`src/rtl/wca_rx_iq_packer_pkg.sv`:
```
`default_nettype none
// +----------------------------------------------------------------------------+
// | wca_iq_pkg                                                                 |
// | Shared constants, staging FSM encoding and word helpers for I/Q packing.   |
// | Revision: 1.0                                                              |
// +----------------------------------------------------------------------------+
package wca_iq_pkg;

  localparam int   IQ_W        = 12;
  localparam logic MODE_WIDE   = 1'b0;
  localparam logic MODE_NARROW = 1'b1;

  typedef enum logic [1:0] {
    IDLE = 2'd0,
    WR0  = 2'd1,
    WR1  = 2'd2
  } stage_state_t;

  // Sign-extend one 12-bit component into a full 16-bit word.
  function automatic logic [15:0] wide_word(input logic [IQ_W-1:0] x);
    return {{(16-IQ_W){x[IQ_W-1]}}, x};
  endfunction

endpackage
`default_nettype wire

```
`src/rtl/wca_rx_iq_packer_if.sv`:
```
`default_nettype none
// +----------------------------------------------------------------------------+
// | wca_rx_iq_packer_if                                                        |
// | Sample-in / word-out handshake bundle of the receive I/Q packer.           |
// | Revision: 1.0                                                              |
// +----------------------------------------------------------------------------+
interface wca_rx_iq_packer_if;

  logic [23:0] rx_iq;
  logic        rx_strobe;
  logic [15:0] dout;
  logic        dout_valid;
  logic        dout_ready;

  modport master (
    output rx_iq, rx_strobe, dout_ready,
    input  dout, dout_valid
  );

  modport slave (
    input  rx_iq, rx_strobe, dout_ready,
    output dout, dout_valid
  );

endinterface
`default_nettype wire

```
`src/rtl/wca_sync_fifo.sv`:
```
`default_nettype none
// +----------------------------------------------------------------------------+
// | wca_sync_fifo                                                              |
// | Single-clock show-ahead FIFO with occupancy level output.                  |
// | Revision: 1.0                                                              |
// +----------------------------------------------------------------------------+
module wca_sync_fifo #(
  parameter int WIDTH      = 16,
  parameter int DEPTH_LOG2 = 4
) (
  input  wire logic                  clock,
  input  wire logic                  reset,
  input  wire logic                  aclr,
  input  wire logic                  wr_en,
  input  wire logic [WIDTH-1:0]      wr_data,
  input  wire logic                  rd_en,
  output logic      [WIDTH-1:0]      rd_data,
  output logic                       rd_valid,
  output logic      [DEPTH_LOG2:0]   level
);

  localparam int                    DEPTH   = 1 << DEPTH_LOG2;
  localparam logic [DEPTH_LOG2:0]   C_DEPTH = (DEPTH_LOG2+1)'(DEPTH);

  logic [WIDTH-1:0]      r_mem [DEPTH];
  logic [DEPTH_LOG2-1:0] r_wr_ptr;
  logic [DEPTH_LOG2-1:0] r_rd_ptr;
  logic [DEPTH_LOG2:0]   r_level;
  logic                  w_rd;
  logic                  w_wr;

  assign w_rd = rd_en & (r_level != '0) & ~aclr;
  // A full FIFO still accepts a write when a read frees a slot in the same cycle.
  assign w_wr = wr_en & ((r_level != C_DEPTH) | w_rd) & ~aclr;

  always_ff @(posedge clock or posedge reset) begin
    if (reset) begin
      r_wr_ptr <= '0;
      r_rd_ptr <= '0;
      r_level  <= '0;
    end else if (aclr) begin
      r_wr_ptr <= '0;
      r_rd_ptr <= '0;
      r_level  <= '0;
    end else begin
      if (w_wr) r_wr_ptr <= r_wr_ptr + 1'b1;
      if (w_rd) r_rd_ptr <= r_rd_ptr + 1'b1;
      case ({w_wr, w_rd})
        2'b10:   r_level <= r_level + 1'b1;
        2'b01:   r_level <= r_level - 1'b1;
        default: r_level <= r_level;
      endcase
    end
  end

  always_ff @(posedge clock) begin
    if (w_wr) r_mem[r_wr_ptr] <= wr_data;
  end

  assign rd_data  = r_mem[r_rd_ptr];
  assign rd_valid = (r_level != '0);
  assign level    = r_level;

endmodule
`default_nettype wire

```
`src/rtl/wca_rx_iq_packer.sv`:
```
`default_nettype none
// +----------------------------------------------------------------------------+
// | wca_rx_iq_packer                                                           |
// | Packs 24-bit I/Q samples into 16-bit words, buffers them, counts drops.    |
// | Revision: 1.0                                                              |
// +----------------------------------------------------------------------------+
module wca_rx_iq_packer
  import wca_iq_pkg::*;
#(
  parameter int DEPTH_LOG2 = 4,
  parameter int CNT_W      = 8
) (
  input  wire logic             clock,
  input  wire logic             reset,
  input  wire logic             aclr,
  input  wire logic             enable,
  input  wire logic             mode,
  wca_rx_iq_packer_if.slave     bus,
  output logic [DEPTH_LOG2:0]   level,
  output logic                  overflow,
  output logic [CNT_W-1:0]      drop_count
);

  localparam logic [DEPTH_LOG2+1:0] C_DEPTH = (DEPTH_LOG2+2)'(1 << DEPTH_LOG2);

  stage_state_t          r_state;
  stage_state_t          w_state_nxt;
  logic [23:0]           r_iq;
  logic                  r_mode;
  logic                  w_strobe;
  logic                  w_fifo_valid;
  logic                  w_rd_accept;
  logic [DEPTH_LOG2+1:0] w_free;
  logic [DEPTH_LOG2+1:0] w_need;
  logic                  w_capture;
  logic                  w_drop;
  logic                  w_wr_en;
  logic [15:0]           w_wr_data;

  assign w_strobe    = bus.rx_strobe & enable & ~aclr;
  assign w_rd_accept = w_fifo_valid & bus.dout_ready;
  // Space freed by a read completing this cycle counts toward admission.
  assign w_free      = C_DEPTH - (DEPTH_LOG2+2)'(level) + (DEPTH_LOG2+2)'(w_rd_accept);
  assign w_need      = (mode == MODE_NARROW) ? (DEPTH_LOG2+2)'(1) : (DEPTH_LOG2+2)'(2);

  always_ff @(posedge clock or posedge reset) begin
    if (reset) begin
      r_state <= IDLE;
    end else if (aclr) begin
      r_state <= IDLE;
    end else begin
      r_state <= w_state_nxt;
    end
  end

  always_comb begin
    w_state_nxt = r_state;
    w_capture   = 1'b0;
    w_drop      = 1'b0;
    w_wr_en     = 1'b0;
    w_wr_data   = '0;
    case (r_state)
      IDLE: begin
        if (w_strobe) begin
          if (w_free >= w_need) begin
            w_capture   = 1'b1;
            w_state_nxt = WR0;
          end else begin
            w_drop = 1'b1;
          end
        end
      end
      WR0: begin
        w_wr_en     = 1'b1;
        w_wr_data   = (r_mode == MODE_WIDE) ? wide_word(r_iq[11:0])
                                            : {r_iq[23:16], r_iq[11:4]};
        w_state_nxt = (r_mode == MODE_WIDE) ? WR1 : IDLE;
        w_drop      = w_strobe;
      end
      WR1: begin
        w_wr_en     = 1'b1;
        w_wr_data   = wide_word(r_iq[23:12]);
        w_state_nxt = IDLE;
        w_drop      = w_strobe;
      end
      default: w_state_nxt = IDLE;
    endcase
  end

  always_ff @(posedge clock or posedge reset) begin
    if (reset) begin
      r_iq   <= '0;
      r_mode <= MODE_WIDE;
    end else if (aclr) begin
      r_iq   <= '0;
      r_mode <= MODE_WIDE;
    end else if (w_capture) begin
      r_iq   <= bus.rx_iq;
      r_mode <= mode;
    end
  end

  always_ff @(posedge clock or posedge reset) begin
    if (reset) begin
      overflow   <= 1'b0;
      drop_count <= '0;
    end else if (aclr) begin
      overflow   <= 1'b0;
      drop_count <= '0;
    end else if (w_drop) begin
      overflow <= 1'b1;
      if (drop_count != '1) drop_count <= drop_count + 1'b1;
    end
  end

  wca_sync_fifo #(
    .WIDTH      (16),
    .DEPTH_LOG2 (DEPTH_LOG2)
  ) u_fifo (
    .clock    (clock),
    .reset    (reset),
    .aclr     (aclr),
    .wr_en    (w_wr_en),
    .wr_data  (w_wr_data),
    .rd_en    (bus.dout_ready),
    .rd_data  (bus.dout),
    .rd_valid (w_fifo_valid),
    .level    (level)
  );

  assign bus.dout_valid = w_fifo_valid;

endmodule
`default_nettype wire

```
`src/flat_wrapper.sv`:
```
// flat-port wrapper written by rule: the top's interface ports become plain ports
module wca_rx_iq_packer_flat import wca_iq_pkg::*;
#(
  parameter int DEPTH_LOG2 = 4,
  parameter int CNT_W      = 8
)
  (clock, reset, aclr, enable, mode, level, overflow, drop_count, bus_rx_iq, bus_rx_strobe, bus_dout_ready, bus_dout, bus_dout_valid);
  wca_rx_iq_packer_if bus_i ();
  input  wire logic clock;
  input  wire logic reset;
  input  wire logic aclr;
  input  wire logic enable;
  input  wire logic mode;
  output logic [DEPTH_LOG2:0] level;
  output logic overflow;
  output logic [CNT_W-1:0] drop_count;
  input wire logic [$bits(bus_i.rx_iq)-1:0] bus_rx_iq;
  input wire logic [$bits(bus_i.rx_strobe)-1:0] bus_rx_strobe;
  input wire logic [$bits(bus_i.dout_ready)-1:0] bus_dout_ready;
  output wire logic [$bits(bus_i.dout)-1:0] bus_dout;
  output wire logic [$bits(bus_i.dout_valid)-1:0] bus_dout_valid;
  assign bus_i.rx_iq = bus_rx_iq;
  assign bus_i.rx_strobe = bus_rx_strobe;
  assign bus_i.dout_ready = bus_dout_ready;
  assign bus_dout = bus_i.dout;
  assign bus_dout_valid = bus_i.dout_valid;
  wca_rx_iq_packer #(.DEPTH_LOG2(DEPTH_LOG2), .CNT_W(CNT_W)) u_core (.clock(clock), .reset(reset), .aclr(aclr), .enable(enable), .mode(mode), .bus(bus_i), .level(level), .overflow(overflow), .drop_count(drop_count));
endmodule
```
`config.mk`:
```
export PLATFORM = sky130hd
export DESIGN_NAME = wca_rx_iq_packer_flat
export DESIGN_NICKNAME = d
export VERILOG_FILES = /design/src/rtl/wca_rx_iq_packer_pkg.sv /design/src/rtl/wca_rx_iq_packer_if.sv /design/src/rtl/wca_sync_fifo.sv /design/src/rtl/wca_rx_iq_packer.sv /design/src/flat_wrapper.sv
export SDC_FILE = /design/constraint.sdc
export NUM_CORES = 1
export LEC_CHECK = 0
export ABC_CLOCK_PERIOD_IN_PS = 7200
export CAP_MARGIN = 20
export CORE_ASPECT_RATIO = 1.4
export CORE_MARGIN = 3
export CORE_UTILIZATION = 45
export CTS_BUF_LIST = sky130_fd_sc_hd__clkbuf_8
export CTS_CLUSTER_DIAMETER = 30
export DETAILED_ROUTE_END_ITERATION = 6
export MAX_ROUTING_LAYER = met4
export PLACE_DENSITY = 0.74
export SETUP_SLACK_MARGIN = 0.02
export SLEW_MARGIN = 10
export SYNTH_ARGS = -nofsm -noshare
export SYNTH_HDL_FRONTEND = slang
export SYNTH_HIERARCHICAL = 1
export SYNTH_SLANG_ARGS = --single-unit
```
`constraint.sdc`:
```
create_clock -name clock -period 7.2 [get_ports clock]
set_clock_uncertainty 0.1 [all_clocks]
set_input_delay 1.8 -clock clock [delete_from_list [all_inputs] [get_ports clock]]
set_output_delay 1.8 -clock clock [all_outputs]
set_load 0.1 [all_outputs]
```
==> results by group <==
Worst setup path
  • CP cell instances: buf_12, mux4_2, a22oi_1, nand2_1, clkdlybuf4s50_1
  • Crit path required time: 5.30 ns
  • CP max stage delay: 0.99 ns
  • Reg2reg end: u_core/drop_count[7]
  • R2R depth: 11
  • Reg2reg start: u_core/u_fifo/level[1]
  • R2r setup slk: 3.38 ns
  • Critical path class: reg -> out
  • Crit-path max FO: 30
  • Critical Path End Type: primary output
  • Critical Path Source Type: flip-flop
  • Slowest CP cell: clkdlybuf4s50_1
  • CP arrival: 3.56 ns

Die
  • Width of the die: 149 um
  • Die Ht: 206 um
  • CORE AREA: 0.0278 mm^2
  • # rows: 72
  • Starting Density: 46.0%
  • IO Pins: 62
  • Die Footprint: 0.0305 mm^2

Clock tree
  • CTS resizes: 0
  • CTS sink cnt: 305
  • Clock Path Buffers: 3
  • Inserted Clock Buffers: 48
  • CTS tree: built
  • H-tree depth: 2
  • Worst-Skew Late Latency: 0.55 ns
  • Post-CTS setup repair buffer count: 0
  • Cts hold-fix bufs: 0
  • Root buf cell: clkbuf_8
  • Clock-pin slew on the worst setup and hold paths: 0.06 ns

Route
  • Vias: 7055
  • Post-route DRC: 0
  • WL/cell: 22.0 um
  • Detail-routed via count per cell: 5.68
  • Met1 Routed Length: 11.2 mm
  • Met3 wire len: 2.05 mm
  • Highest routed metal layer: met4
  • DRT iter0 DRCs: 547
  • ANT nets after route: 0
  • Drt pass-1 iters: 5
  • Met2 wire len: 13.5 mm
  • WL final: 27.4 mm

Timing
  • Final period util: 75.9%
  • Worst slew pin tran: 1.11 ns
  • Fmax: 0.183 GHz
  • Slew Limit Headroom: 25.9%
  • Setup TNS: 0 ns
  • Post-layout min period: 5.46 ns
  • Hold Vio Cnt, Final: 0
  • RSZ-0062 raised after global routing: false
  • Final setup viols: 0
  • Final Max Slew Viols: 0

Power and ir drop
  • Pwr Density: 336 mW/mm^2
  • Max VDD drop: 352 uV
  • Lkg Pwr: 0.00549 uW

Synthesis
  • Syn Area/Cell: 17.6 um^2
  • Post-synth top cells: edfxtp_1, mux4_2, nor2_1, dfrtp_1, a22oi_1
  • Synth area leaders: edfxtp_1, mux4_2, dfrtp_1, a22oi_1, mux2i_1
  • Post-synth EDFFs: 256
  • Syn_nets: 779
  • Sequential area share after synthesis: 69.6%
  • Post-synth ARST share: 16.1%
  • Post-synthesis cell count: 729
  • Flops & latches, synth: 305
  • Yosys cell types: 60
  • Synthesized area: 0.0128 mm^2
  • Count leader, synth: edfxtp_1
  • Compound-Gate Fraction of Synth Area: 5.86%
  • Post-synthesis adder-cell area fraction: 1.91%
  • Largest family of logic cells by synthesized area: multiplexers
  • Synth Area in XOR/XNOR: 0.410%
  • Area share of the largest cell type after synthesis: 60.0%
  • Simple-gate area share of the yosys netlist: 5.59%
  • Area leader, netlist: edfxtp_1
  • Yosys warns: 6
  • Ys flop type: edfxtp_1
  • Post-synthesis mux area share: 14.8%

Hold path
  • Worst Hold Class: reg -> reg
  • Worst Hold Path EP: u_core/r_iq[2]
  • Hold Startpoint: u_core/r_iq[2]
  • Hold path depth: 2

Finish
  • Inserted Diodes: 0
  • Final core occ: 53.7%
  • Layout filler cell count: 2142
  • Area occupied by multi-input gates: 0.00370 mm^2
  • Area Overhead vs Synth: 16.7%
  • Nets: 886
  • Register area: 0.00892 mm^2
  • Layout cell share with drive strength beyond 1: 23.6%
  • Fin cells: 1242
  • Final Instance Area: 0.0149 mm^2

GRT
  • All-Layer GR Usage: 18.7%
  • GR Overflow Total: 0
  • First-pass GRT wire length: 42.1 mm
  • Largest net degree at the start of global routing: 55
  • Initial antenna violation count: 0
  • Number of global-route vias before repair: 7169

Place
  • Dpl hpwl: 16.4 mm
  • Final Wtd Congestion: 0.756
  • IO Port Bufs: 61
  • Cells after DPL: 1152
  • Placed Area: 0.0140 mm^2

Run
  • Max Cap Viol: 0

Run status
  • Status: finished, final reports clean
==> state kept, by name, indices dropped and copies added, names as in the netlist <==
| register | count |
|---|---|
| u_core/drop_count | 8 |
| u_core/overflow | 1 |
| u_core/r_iq | 24 |
| u_core/r_mode | 1 |
| u_core/r_state | 2 |
| u_core/u_fifo/level | 5 |
| u_core/u_fifo/r_mem | 256 |
| u_core/u_fifo/r_rd_ptr | 4 |
| u_core/u_fifo/r_wr_ptr | 4 |
==> metrics by stage <==
stage                     total power, uW  setup slack, ns  hold slack (ns)
after detailed placement             3670             1.90            0.400
after global routing                 5250             1.52            0.443
after floorplan                      3330             2.79            0.382
after global placement               3650             1.93            0.398
final                                5020             1.74            0.419
after CTS                            5060             1.29            0.425
==> worst max-delay path by stage <==
stage / from / endpoint / slack, ns / cells past startpoint
2_1_floorplan: u_core/u_fifo/level[0] / u_core/drop_count[4] / 2.79 / 12
3_3_place_gp: u_core/u_fifo/r_rd_ptr[0] / bus_dout[6] / 1.93 / 5
3_5_place_dp: u_core/u_fifo/r_rd_ptr[0] / bus_dout[6] / 1.90 / 5
4_1_cts: u_core/u_fifo/r_rd_ptr[0] / bus_dout[6] / 1.29 / 5
5_1_grt: u_core/u_fifo/r_rd_ptr[0] / bus_dout[4] / 1.52 / 5
6_report: u_core/u_fifo/r_rd_ptr[0] / bus_dout[9] / 1.74 / 5
==> per-layer routing <==
layer  GRT usage (%)  vias to the layer above
met5               -                        -
met4            5.88                        0
met3            3.81                       42
met2            29.4                      282
met1            24.9                     3607
li1                -                     3124
==> cell type report <==
cell class / count / share of cell area (%)
multi-input combinational: 369 / 24.8
timing repair buffer: 94 / 5.84
inverter: 18 / 0.452
sequential: 305 / 59.7
tap: 370 / 3.10
clock inverter: 37 / 1.64
clock buffer: 49 / 4.51
==> report_power, final <==
group | switching, uW | total [uW] | leakage [uW] | internal, uW
Sequential | 113 | 2090 | 0.00336 | 1980
Combinational | 975 | 1540 | 0.00161 | 566
Clock | 647 | 1390 | 0.000527 | 743
Total | 1740 | 5020 | 0.00549 | 3290
==> cells by family (layout without fill, tap and decap cells) <==
kind of cell               after synthesis  after routing
xor gates and xnor gates                 6              6
and+or+nand+nor                        144            144
muxes                                  107            107
DFF                                    305            305
adders and majority gates               19             19
buffers and inverters                   55            198
AOI/OAI and AO/OA                       93             93
==> layout by cell type (no fill, tap or decap), drive strengths merged, types with 3 or more instances in the layout <==
master	Yosys	layout
a21oi	9	9
mux2	14	14
ha	18	18
or4	3	3
clkdlybuf4s50	0	60
or3	6	6
mux4	64	64
clkbuf	19	49
o41ai	4	4
buf	18	34
nand2b	8	8
a22oi	43	43
inv	18	38
o211ai	4	4
clkinv	0	10
dfrtp	49	49
nand4	3	3
mux2i	29	29
bufinv	0	3
nand3	8	8
and3	4	4
a21boi	4	4
nand2	28	28
a31oi	4	4
clkinvlp	0	4
edfxtp	256	256
and2	5	5
nor2b	16	16
nor2	54	54
o21ai	10	10
xor2	4	4
o311ai	3	3
==> worst max-delay path, delay by kind of cell (launching register included) <==
| family | cells | cell delay [ns] |
|---|---|---|
| compound gates | 1 | 0.22 |
| simple gates | 1 | 0.12 |
| buf+inv | 2 | 1.30 |
| flops | 1 | 0.80 |
| mux | 1 | 0.53 |
(Power assumes the default switching activity.)
